## src/rtl/regfile_write_arbiter.sv

```systemverilog
// Round-robin arbiter sharing the register-file write port between the ALU (A) and mult/div (B)
// writeback paths, with a pending scoreboard of destinations still owed by B.
module regfile_write_arbiter #(
    parameter int unsigned DATA_W = 32,
    parameter int unsigned ADDR_W = 5
) (
    input  logic              clk,
    input  logic              rst_n,
    input  logic              a_valid,
    output logic              a_ready,
    input  logic [ADDR_W-1:0] a_addr,
    input  logic [DATA_W-1:0] a_data,
    input  logic              b_valid,
    output logic              b_ready,
    input  logic [ADDR_W-1:0] b_addr,
    input  logic [DATA_W-1:0] b_data,
    input  logic              mark_valid,
    input  logic [ADDR_W-1:0] mark_addr,
    output logic [ADDR_W-1:0] rf_wa,
    output logic [DATA_W-1:0] rf_wd,
    output logic              rf_regwrite,
    input  logic [ADDR_W-1:0] ra1,
    input  logic [ADDR_W-1:0] ra2,
    output logic              hazard,
    output logic [31:0]       pending
);

    localparam int unsigned NREG = 32;

    logic              last_b;
    logic              rf_src_b;
    logic              grant_a_c;
    logic              grant_b_c;
    logic              xfer_c;
    logic [ADDR_W-1:0] sel_addr_c;
    logic [DATA_W-1:0] sel_data_c;
    logic [NREG-1:0]   pending_nxt_c;

    // A wins unless B alone is valid, or both are valid and A was granted last
    always_comb begin
        grant_a_c = a_valid & (~b_valid | last_b);
        grant_b_c = b_valid & ~grant_a_c;
    end

    assign a_ready    = grant_a_c & rst_n;
    assign b_ready    = grant_b_c & rst_n;
    assign xfer_c     = a_ready | b_ready;
    assign sel_addr_c = grant_a_c ? a_addr : b_addr;
    assign sel_data_c = grant_a_c ? a_data : b_data;

    // Clear the committing B destination, then apply any new mark so a same-edge set wins
    always_comb begin
        pending_nxt_c = pending;
        if (rf_regwrite && rf_src_b) begin
            pending_nxt_c[rf_wa] = 1'b0;
        end
        if (mark_valid && (mark_addr != '0)) begin
            pending_nxt_c[mark_addr] = 1'b1;
        end
        pending_nxt_c[0] = 1'b0;
    end

    assign hazard = rst_n & (pending[ra1] | pending[ra2]);

    always_ff @(posedge clk or negedge rst_n) begin
        if (!rst_n) begin
            last_b      <= 1'b1;
            rf_src_b    <= 1'b0;
            rf_wa       <= '0;
            rf_wd       <= '0;
            rf_regwrite <= 1'b0;
            pending     <= '0;
        end else begin
            pending <= pending_nxt_c;
            if (xfer_c) begin
                last_b      <= grant_b_c;
                rf_src_b    <= grant_b_c;
                rf_wa       <= sel_addr_c;
                rf_wd       <= sel_data_c;
                rf_regwrite <= (sel_addr_c != '0);
            end else begin
                rf_regwrite <= 1'b0;
            end
        end
    end

endmodule

```

## config.mk

```make
export PLATFORM = sky130hd
export DESIGN_NAME = regfile_write_arbiter
export DESIGN_NICKNAME = d
export VERILOG_FILES = /design/src/rtl/regfile_write_arbiter.sv
export SDC_FILE = /design/constraint.sdc
export NUM_CORES = 1
export LEC_CHECK = 0
export CAP_MARGIN = 5
export CORE_MARGIN = 8
export CORE_UTILIZATION = 42
export DETAILED_ROUTE_END_ITERATION = 10
export HOLD_SLACK_MARGIN = 0.05
export PLACE_DENSITY = 0.89
export SLEW_MARGIN = 15
export SYNTH_ARGS = -nofsm -noshare
export SYNTH_HDL_FRONTEND = slang
export SYNTH_SLANG_ARGS = --single-unit
```

## constraint.sdc

```tcl
create_clock -name clk -period 2.8 [get_ports clk]
set_input_delay 0.56 -clock clk [delete_from_list [all_inputs] [get_ports clk]]
set_output_delay 0.56 -clock clk [all_outputs]
set_load 0.02 [all_outputs]
```

After elaboration in Yosys (flattened, before gate mapping). Index checks and enable logic that the tools add are counted.

Register bits: 71. Bits of input ports: 94. Word-level logic and storage cells: 44.

Bitwise gates (word level): 13. Reductions and logical operators: 6. $lt $le $gt $ge: 6. Multiplexer cells: 13.

Operators with widths (number): 2-to-1 mux 32 bit (3); AND 32 bit (1); inverter 32 bit (1); OR 32 bit (1); < comparator 5 x 6 -> 1 bit, second input constant (4); binary-select mux 1 bit (select 5 bit) (2); demux 1 bit (select 5 bit) (2); >= comparator 5 x 1 -> 1 bit, second input constant (2); nonzero test 5 bit (2); AND 1 bit (5); 2-to-1 mux 1 bit (5); 2-to-1 mux 5 bit (1); logical AND 1 bit (4); OR 1 bit (3); inverter 1 bit (2).

Longest topological paths before layout.
Word-level depth: 9. Depth in mapped cells: 6.

Worst setup path before layout. Ideal clock, no wire load.

Path type: input to output. Start point: in ra1[2]. End point: out hazard. Path slack: 276 ps. Path buffers: 1. Arrival: 1964 ps. Stages: 6. Path through: buf_6 mux4_2 mux2_2 o311ai_2 a221o_1 o311ai_1.

Word-level cells in the longest chain between the ends: 4.

RTL lines: start, declared (line 22) `input logic [ADDR_W-1:0] ra1,`; binary-select mux 1 bit (select 5 bit) (line 63) `assign hazard = rst_n & (pending[ra1] | pending[ra2]);`; 2-to-1 mux 1 bit (implied by the code) (line 63); OR 1 bit (line 63); AND 1 bit (line 63); end, declared (line 24) `output logic hazard,`.

No other way between the ends. The select of a mux whose other input is x is not followed.

Worst setup path after layout.
Start point: in b_valid. End point: out b_ready.

Word-level cells in the longest chain between the ends: 6.

RTL lines: start, declared (line 13) `input logic b_valid,`; inverter 1 bit (line 41) `grant_a_c = a_valid & (~b_valid | last_b);`; OR 1 bit (line 41); AND 1 bit (line 41); inverter 1 bit (line 42) `grant_b_c = b_valid & ~grant_a_c;`; AND 1 bit (*) (line 42); AND 1 bit (*) (line 46) `assign b_ready = grant_b_c & rst_n;`; end, declared (line 14) `output logic b_ready,`.

Mark *: on every way between the ends. The rest lies on a longest branch, timed or not.

==> results.cfg <==
[routing]
drt-wirelength-per-cell_um = 20.2
wl_met1_mm = 5.07
ant_nets = 0
firstDrtPassIters = 5
vias = 3667
first_iter_violations = 241
routed_wl_mm = 13.2
routed.top_layer = met4
wl_met2_mm = 6.08
routed_via_density = 5.62
dr_wl_met3_mm = 1.77
drc_errors = 0

[power]
leakage_nw = 2.40
p_total_w = 0.00379
irDropWorstVdd_uv = 330
power_per_cell_area_nw_per_um2 = 651

[grt]
first_global_vias = 3837
antenna_found_initial = 0
grt_pass1_wl_mm = 20.2
grt_max_degree = 76
grtUsageTotal = 0.219
grt_overflow = 0

[worst_setup_path]
worstSetupPathType = in -> out
start_kind = input pin
crit_family = buffers and inverters
max_stage_delay_ns = 0.66
cp_max_fo = 4
cp_slowest_cell = clkdlybuf4s50_1
crit_required_ns = 2.24
ff2ff_setup_slack_ns = 1.19
cp-end-kind = output port
reg2reg_from = last_b
arrival_ns = 2.16
reg2reg_depth = 4
path_common_cell = clkdlybuf4s50_1
crit_buf_inv = 3
crit_chain = clkdlybuf4s50_1, inv_1, o21ai_4, and3_1, clkdlybuf4s50_1
timing.rr.end = rf_wd[18]
crit_start = b_valid

[clock_network]
clk_pin_slew_ns = 0.07
cts_sinks = 71
worstSkewPairLatency_ns = 0.34
root_buffer = clkbuf_8
cts_tree = built
numCtsBuffers = 9
clock_path_buffers = 2
cts_max_level = 3

[floorplan]
start_util = 0.428
std_cell_rows = 34
dieArea_um2 = 12100
die_w_um = 110
die_y_um = 110
core_um2 = 8640
boundaryPins = 167

[cells_and_area]
final_layout_size_suffix_gt1_frac = 0.129
final_area_um2 = 5820
areaGrowthSynthToFinish_pct = 57.6
diodes = 0
n_fill_cell = 663
final_util = 0.674
finalNetCount = 636

[timing]
hold_viol_final = 0
finalCriticalPeriod_ns = 2.72
setup_viol = 0
slew_violations = 0
slew_headroom = 0.409
setup_slack_ns = 0.0814
fmax_ghz = 0.368
finalCritPeriodShare = 0.971
worstMarginPinSlew_ns = 0.886
finClkSkew_ns = 0.00608
rsz0062_at_grt = false

[synth]
ys_warn_count = 0
synth_edf_count = 0
yosys.area.top_type = dfrtp_1
ys_ff_latch = 71
async_flop_share = 1.00
synth_nets = 447
synth_cell_type_count = 37
yosysTopAreaCellShare = 0.474
synthCells = 353
synth.area.top_cells = dfrtp_1 47%, o21ai_0 14%, mux2i_1 12%, nand2_1 4.6%, mux4_1 4.3%
synth_common_cells = 100 x o21ai_0, 70 x dfrtp_1, 45 x nand2_1
synth_most_common_cell = o21ai_0
yosysSeqAreaShare = 0.481
synth_flop_cell = dfrtp_1
synth_area_um2 = 3700
synth_area_per_cell_um2 = 10.5

[worst_hold_path]
min_from = rf_wd[28]
min_to = rf_wd[28]
hold_depth = 2
min_path_type = reg -> reg

[placed_design]
hpwlAfterDp_mm = 10.5
portBuffers = 165
gp_congestion = 0.940
place_ws_ns = -0.748
dpl_cell_area_um2 = 5650

[flow_run]
maxCapViolations = 0

[outcome]
status = finished, final reports clean
[flip-flops by register name, summed over array words and instances, names as in the netlist]
register and flops:
rf_regwrite 1, rf_wd 32, rf_src_b 1, last_b 1
rf_wa 5, pending 31
[worst max path at each step]
stage	to	cells past startpoint	slack (ns)
4_1_cts	hazard	7	0.02
3_5_place_dp	hazard	7	-0.75
2_1_floorplan	hazard	6	0.28
3_3_place_gp	hazard	7	-0.73
6_report	b_ready	5	0.08
5_1_grt	hazard	7	0.01
[metrics by stage]
step	hold slack [ns]	cells	TNS, ns
floorplan	0.264	353	0
global placement	0.396	637	-0.734
detailed placement	0.396	637	-0.748
CTS	0.487	652	0
global route	0.510	652	0
finish	0.488	652	0
[final cells by class]
cell class                      instances  area (µm²)  area share
Multi-Input combinational cell        256        1820       0.313
Clock inverter                          1        5.00    0.000859
Inverter                                6        22.5     0.00387
Sequential cell                        71        1780       0.305
Clock buffer                           12         165      0.0284
Timing Repair Buffer                  198        1900       0.325
Tap cell                              108         135      0.0232
[report_power, final]
group	total, W	switching (W)	leakage, nW	internal, W
combinational	0.00162	0.000776	1.52	0.000846
clock	0.000733	0.000355	0.0902	0.000378
sequential	0.00144	0.000194	0.789	0.00124
total	0.00379	0.00132	2.40	0.00247
[logic make-up after synthesis]
family,count (synthesis),share of synthesized area
compound gates,114,0.165
other cells,1,0.00101
buf+inv,26,0.0315
mux,59,0.215
simple gates,82,0.107
flops,71,0.481
[cell usage in the layout (no fill, tap or decap), types with 4 or more instances in the layout]
| cell type | netlist | final |
|---|---|---|
| buf_4 | 1 | 31 |
| dfrtp_1 | 70 | 70 |
| nor2_1 | 9 | 9 |
| inv_1 | 6 | 6 |
| mux4_1 | 6 | 4 |
| nand2_1 | 45 | 45 |
| clkdlybuf4s50_1 | 0 | 157 |
| clkbuf_8 | 0 | 12 |
| nand3_1 | 4 | 4 |
| nand3b_1 | 9 | 9 |
| o21ai_0 | 100 | 99 |
| dlygate4sd2_1 | 0 | 4 |
| mux4_2 | 7 | 9 |
| mux2i_1 | 43 | 43 |
[tightest hold or removal path, cell delays in order, from the launching register on]
cell     delay, ns
dfrtp_1       0.35
nand2_1       0.04
o21ai_0       0.06
[per-layer routing]
layer / global-route usage / vias to the layer above
met5: 0 / -
met2: 0.346 / 238
met1: 0.253 / 1730
met4: 0.0771 / 0
met3: 0.105 / 30
li1: - / 1669
[timing repair]
action                                 CTS  global route
gates resized for setup                 17             3
hold buffers                             1             0
endpoints found under the hold margin    4             0
pin swaps                                1             0
setup endpoints to repair                1             1
buffers inserted                         1             0
Power figures use the tool's default switching activity.
==> patch 1, RTL diff (same flow settings) <==
Set the parameter `DATA_W` to 48 (it was 32).
--- a/src/rtl/regfile_write_arbiter.sv
+++ b/src/rtl/regfile_write_arbiter.sv
@@ -2,5 +2,5 @@
 // writeback paths, with a pending scoreboard of destinations still owed by B.
 module regfile_write_arbiter #(
-    parameter int unsigned DATA_W = 32,
+    parameter int unsigned DATA_W = 48,
     parameter int unsigned ADDR_W = 5
 ) (
Ports: changed (resized a_data, b_data and rf_wd); port bits go from 167 to 215. No check against the original RTL was run, so the function may have changed too.
==> patch 1 against the unedited design <==
Routed wire length grew 19%. Critical path depth grew 2. Clock skew grew 0.0035 ns. Design area grew 20%. Synthesized area grew 20%. Sequential share of layout area grew 0.56 points. Power increased by 20%. Maximum frequency is 0.19% lower. Non-clock buffer count rose by 35. Register-to-register slack improved by 0.06 ns. Setup slack got worse by 0.0051 ns. Sequential cell count rose by 16. Count of clock-buffer cells in the layout fell by 2.
==> patch 1: results (changes against the unedited design) <==
clock root cell: clkbuf_8 (unchanged)
NetSw: 1.550 mW (was 1.324 mW)
status: complete, no violations (unchanged)
met3 WL: 1750 um (was 1766 um)
port buffer count: 213 (was 165)
DP HPWL: 12630 um (was 10500 um)
Placed Instances: 764 (was 637)
Synth async-reset ratio: 1.000 (unchanged)
gr usage total: 0.2233 (was 0.2186)
Slew Viols, Final: 0 (unchanged)
Final Non-Filler Cells: 782 (was 652)
Worst VDD drop: 0.3698 mV (was 0.3300 mV)
Final Hold Viols: 0 (unchanged)
Crit path largest cell delay: 0.59 ns (was 0.66 ns)
setup tns final: 0 ns (unchanged)
vias in the first global route: 4768 (was 3837)
clock skew: 0.009603 ns (was 0.006075 ns)
commonest cells in the netlist: 86 x dfrtp_1, 76 x o21ai_1, 60 x nand2_1 (was 100 x o21ai_0, 70 x dfrtp_1, 45 x nand2_1)
M1 GR Usage: 0.2391 (was 0.2532)
Final GP Congestion: 0.9493 (was 0.9403)
vias per std cell: 5.587 (was 5.624)
Num CTS Buffers: 9 (unchanged)
synth top area cells: dfrtp_1 48%, mux2i_1 13%, o21ai_1 8.6% (was dfrtp_1 47%, o21ai_0 14%, mux2i_1 12%)
share of cells above drive strength 1: 0.08204 (was 0.1287)
Diodes inserted: 0 (unchanged)
clk_lat worst skew: 0.35 ns
grt met2 use: 0.3910 (was 0.3459)
Synth Flop Type: dfrtp_1 (unchanged)
routed wire length: 15690 um (was 13190 um)
Clock Path Buffers: 2 (unchanged)
TritonRoute pass-1 iters: 5 (unchanged)
Seq/Total Area, Yosys: 0.4904 (was 0.4810)
Synth cell types: 41 (was 37)
Met1 Wirelength: 5678 um (was 5070 um)
Pleak: 2.904 nW (was 2.397 nW)
critical path arrival: 2.16 ns (about the same)
met2 wire length: 7841 um (was 6083 um)
initial antenna violation count: 0 (unchanged)
first-pass GRT wire length: 25090 um (was 20200 um)
top routing layer used: met4 (unchanged)
CTS clk-pin slew, worst paths: 0.09 ns (was 0.07 ns)
Hold WC Path Type: primary input to async pin (was register to register)
Top Registers: rf_wd x48, pending x31, rf_wa x5 (was rf_wd x32, pending x31, rf_wa x5)
slowest CP cell: mux4_1 (was clkdlybuf4s50_1)
Post-Syn Nets: 551 (was 447)
largest net degree at the start of global routing: 86 (was 76)
Syn. warnings: 0 (unchanged)
CTS H-tree depth: 3 (unchanged)
Nets: 767 (was 636)
Top delay family on crit path: multiplexers (was buffers and inverters)
Avg Inst Size Synth: 10.45 um^2 (was 10.47 um^2)
met3 Usage GRT: 0.08503 (was 0.1049)
crit path max fanout: 4 (unchanged)
DR iter-0 viols: 217 (was 241)
Slew @ Worst Pin: 0.6133 ns (was 0.8861 ns)
[patch 1: path summary, 6_finish.rpt]
kind | from | end | slack [ns] | cells after the start
hold reg to reg | rf_wd[33] | rf_wd[33] | 0.49 | 2
min in group clk | rf_wd[33] | rf_wd[33] | 0.49 | 2
setup / recovery | ra1[1] | hazard | 0.08 | 7
hold / removal | rst_n | pending[1] | 0.20 | 2
setup reg to reg | last_b | rf_wd[14] | 1.25 | 4
max in group asynchronous | rst_n | rf_wd[0] | 2.00 | 2
[patch 1: final cells by class]
class / instances / area [um^2]
fill: 748 / 3271
timing repair buffer: 233 / 2282
sequential: 87 / 2178
multi-input combinational: 306 / 2116
tap: 136 / 170.2
clock buffer: 10 / 137.6
clock inverter: 6 / 107.6
inverter: 4 / 15.01
[patch 1: through the flow]
stage	total power, mW	worst slack, ns	cell area [um^2]
2_1_floorplan	2.532	0.3537	4442
3_3_place_gp	3.441	-0.4592	6756
3_5_place_dp	3.516	-0.5730	6756
4_1_cts	4.571	0.08069	7009
5_1_grt	4.774	0.0008458	7007
6_report	4.547	0.07634	7007
[patch 1: power by group through the flow]
stage | Clock (mW) | Sequential [mW] | Combinational (mW)
floorplan | 0 | 2.00 | 0.535
global placement | 0 | 1.78 | 1.66
detailed placement | 0 | 1.81 | 1.71
CTS | 1.08 | 1.78 | 1.71
global route | 1.14 | 1.82 | 1.82
finish | 1.05 | 1.79 | 1.70
[patch 1: what timing repair did]
action	CTS	global route
setup endpoints to repair	1	1
gates resized for setup	11	3
endpoints found under the hold margin	0	0
pin swaps	0	0
setup buffers	2	0
[patch 1: logic make-up after synthesis]
logic type	after synthesis	share of synthesized area
other	1	0.0008443
multiplexers	73	0.2093
AND/OR/NAND/NOR	101	0.1073
AO/OA/AOI/OAI	131	0.1547
flip-flops	87	0.4904
buffers and inverters	32	0.03746
==> patch 2, RTL diff (same flow settings) <==
Without the edit above. `pending` no longer has a reset.
--- a/src/rtl/regfile_write_arbiter.sv
+++ b/src/rtl/regfile_write_arbiter.sv
@@ -70,7 +70,5 @@
             rf_wd       <= '0;
             rf_regwrite <= 1'b0;
-            pending     <= '0;
         end else begin
-            pending <= pending_nxt_c;
             if (xfer_c) begin
                 last_b      <= grant_b_c;
@@ -85,4 +83,8 @@
     end
 
+    always_ff @(posedge clk) begin
+        pending <= pending_nxt_c;
+    end
+
 endmodule
 
Function: changed (a bounded check fails within 4 cycles, from zero or initial values and one cycle with rst_n low).
==> patch 2 against the unedited design <==
Setup slack improved by 0.0063 ns. Power rose by 1.9%. Sequential cell count did not move. First-iteration DRC count fell by 24%. Design area fell by 1.4%. Global-route usage rose by 1.1 points. Routed wire length rose by 0.49%. Synthesized area fell by 4.2%. Worst hold slack got worse by 0.19 ns. Core utilization rose by 2.4 points.
==> patch 2: results (changes against the unedited design) <==
TritonRoute pass-1 iters: 5 (unchanged)
Syn. warnings: 0 (unchanged)
Seq/Total Area, Yosys: 0.4583 (was 0.4810)
crit path max fanout: 5 (was 4)
Diodes inserted: 0 (unchanged)
Hold WC Path Type: primary input to async pin (was register to register)
DR WL/cell: 20.17 um (was 20.23 um)
Top Registers: rf_wd x32, pending x31, rf_wa x5 (unchanged)
initial antenna violation count: 0 (unchanged)
Num CTS Buffers: 9 (unchanged)
largest net degree at the start of global routing: 66 (was 76)
Worst VDD drop: 0.2698 mV (was 0.3300 mV)
CTS H-tree depth: 3 (unchanged)
synth top area cells: dfrtp_1 28%, dfxtp_1 18%, o21ai_0 14% (was dfrtp_1 47%, o21ai_0 14%, mux2i_1 12%)
clk_lat worst skew: 0.34 ns (about the same)
Synth async-reset ratio: 0.5634 (was 1.000)
gr usage total: 0.2297 (was 0.2186)
commonest cells in the netlist: 100 x o21ai_0, 45 x nand2_1, 43 x mux2i_1 (was 100 x o21ai_0, 70 x dfrtp_1, 45 x nand2_1)
post-place instance area: 5530 um^2 (was 5654 um^2)
status: complete, no violations (unchanged)
Post-Syn Nets: 447 (unchanged)
vias in the first global route: 3911 (was 3837)
type of origin of the critical path: primary input (unchanged)
port buffer count: 165 (unchanged)
crit path from: ra1[2] (was b_valid)
vias per std cell: 5.661 (was 5.624)
Worst slew margin: 0.6240 (was 0.4093)
Final GP Congestion: 1.039 (was 0.9403)
Clock Path Buffers: 2 (unchanged)
clock skew: 0.01110 ns (was 0.006075 ns)
CTS clk-pin slew, worst paths: 0.08 ns
Nets: 641 (was 636)
clock root cell: clkbuf_8 (unchanged)
share of cells above drive strength 1: 0.1413 (was 0.1287)
DP HPWL: 10820 um (was 10500 um)
Pleak: 2.398 nW (was 2.397 nW)
launch point of the worst reg-to-reg path: last_b (unchanged)
DR iter-0 viols: 183 (was 241)
Synth cell types: 38 (was 37)
first-pass GRT wire length: 20820 um (was 20200 um)
FILL cells: 628 (was 663)
[patch 2: cell count changes after synthesis, sizes merged]
cell   unedited run  this run
dfxtp             0        31
dfrtp            70        39
[patch 2: path summary, 6_finish.rpt]
kind | end | slack (ns) | depth (start not counted)
max | hazard | 0.09 | 7
min | rf_wa[0] | 0.29 | 2
max reg2reg | rf_wd[1] | 1.18 | 4
min reg2reg | rf_wd[2] | 0.48 | 2
max in group asynchronous | last_b | 2.17 | 2
min in group clk | rf_wd[2] | 0.48 | 2
[patch 2: final cells by class]
cell class,instances,area (um^2),share of cell area
clock inverter,6,60.06,0.01046
multi-input combinational,256,1832,0.3190
sequential,71,1623,0.2826
inverter,6,22.52,0.003922
clock buffer,10,137.6,0.02397
timing repair buffer,203,1936,0.3371
tap,105,131.4,0.02288
[patch 2: logic make-up (layout without fill, tap and decap cells)]
family          Yosys count  count (layout)  synth area share
compound gates          114             114            0.1721
other cells               1               1          0.001059
flops                    71              71            0.4583
simple gates             82              82            0.1117
buf+inv                  26             225           0.03286
mux                      59              59            0.2240
[patch 2: routing by layer]
metal | track usage | routed length (um)
met5 | 0 | 0
met4 | 0.08722 | 302
met3 | 0.09162 | 1638
met2 | 0.3978 | 6499
met1 | 0.2452 | 4813
[patch 2: where the power goes]
part           leakage (nW)  switching (mW)  internal, mW
Sequential            0.745           0.208          1.25
Combinational          1.55           0.760         0.839
Clock                0.0997           0.381         0.431
Total                  2.40            1.35          2.52
[patch 2: repair_timing]
item                                    CTS  global route
setup buffers                             2             0
hold buffers                              0             0
gates cloned                              0             0
resized for setup                        19             3
pin swaps                                 1             3
endpoints found under the setup margin    1             1
[patch 2: stage by stage]
| step | TNS (ns) | cells | util | power, mW | setup slack (ns) |
|---|---|---|---|---|---|
| 2_1_floorplan | 0 | 353 | - | 2.118 | 0.2765 |
| 3_3_place_gp | -0.7479 | 639 | 0.6731 | 3.007 | -0.7479 |
| 3_5_place_dp | -0.7850 | 639 | 0.6731 | 3.068 | -0.7850 |
| 4_1_cts | 0 | 657 | 0.6983 | 3.877 | 0.01239 |
| 5_1_grt | 0 | 657 | 0.6988 | 4.055 | 0.04087 |
| 6_report | 0 | 657 | 0.6988 | 3.864 | 0.08771 |
[patch 2: worst max-delay path: stages]
cell and delay [ns]:
buf_2 0.17, mux4_2 0.51, mux2_2 0.28, o311ai_2 0.22, a221o_1 0.16, o311ai_1 0.08
buf_2 0.17
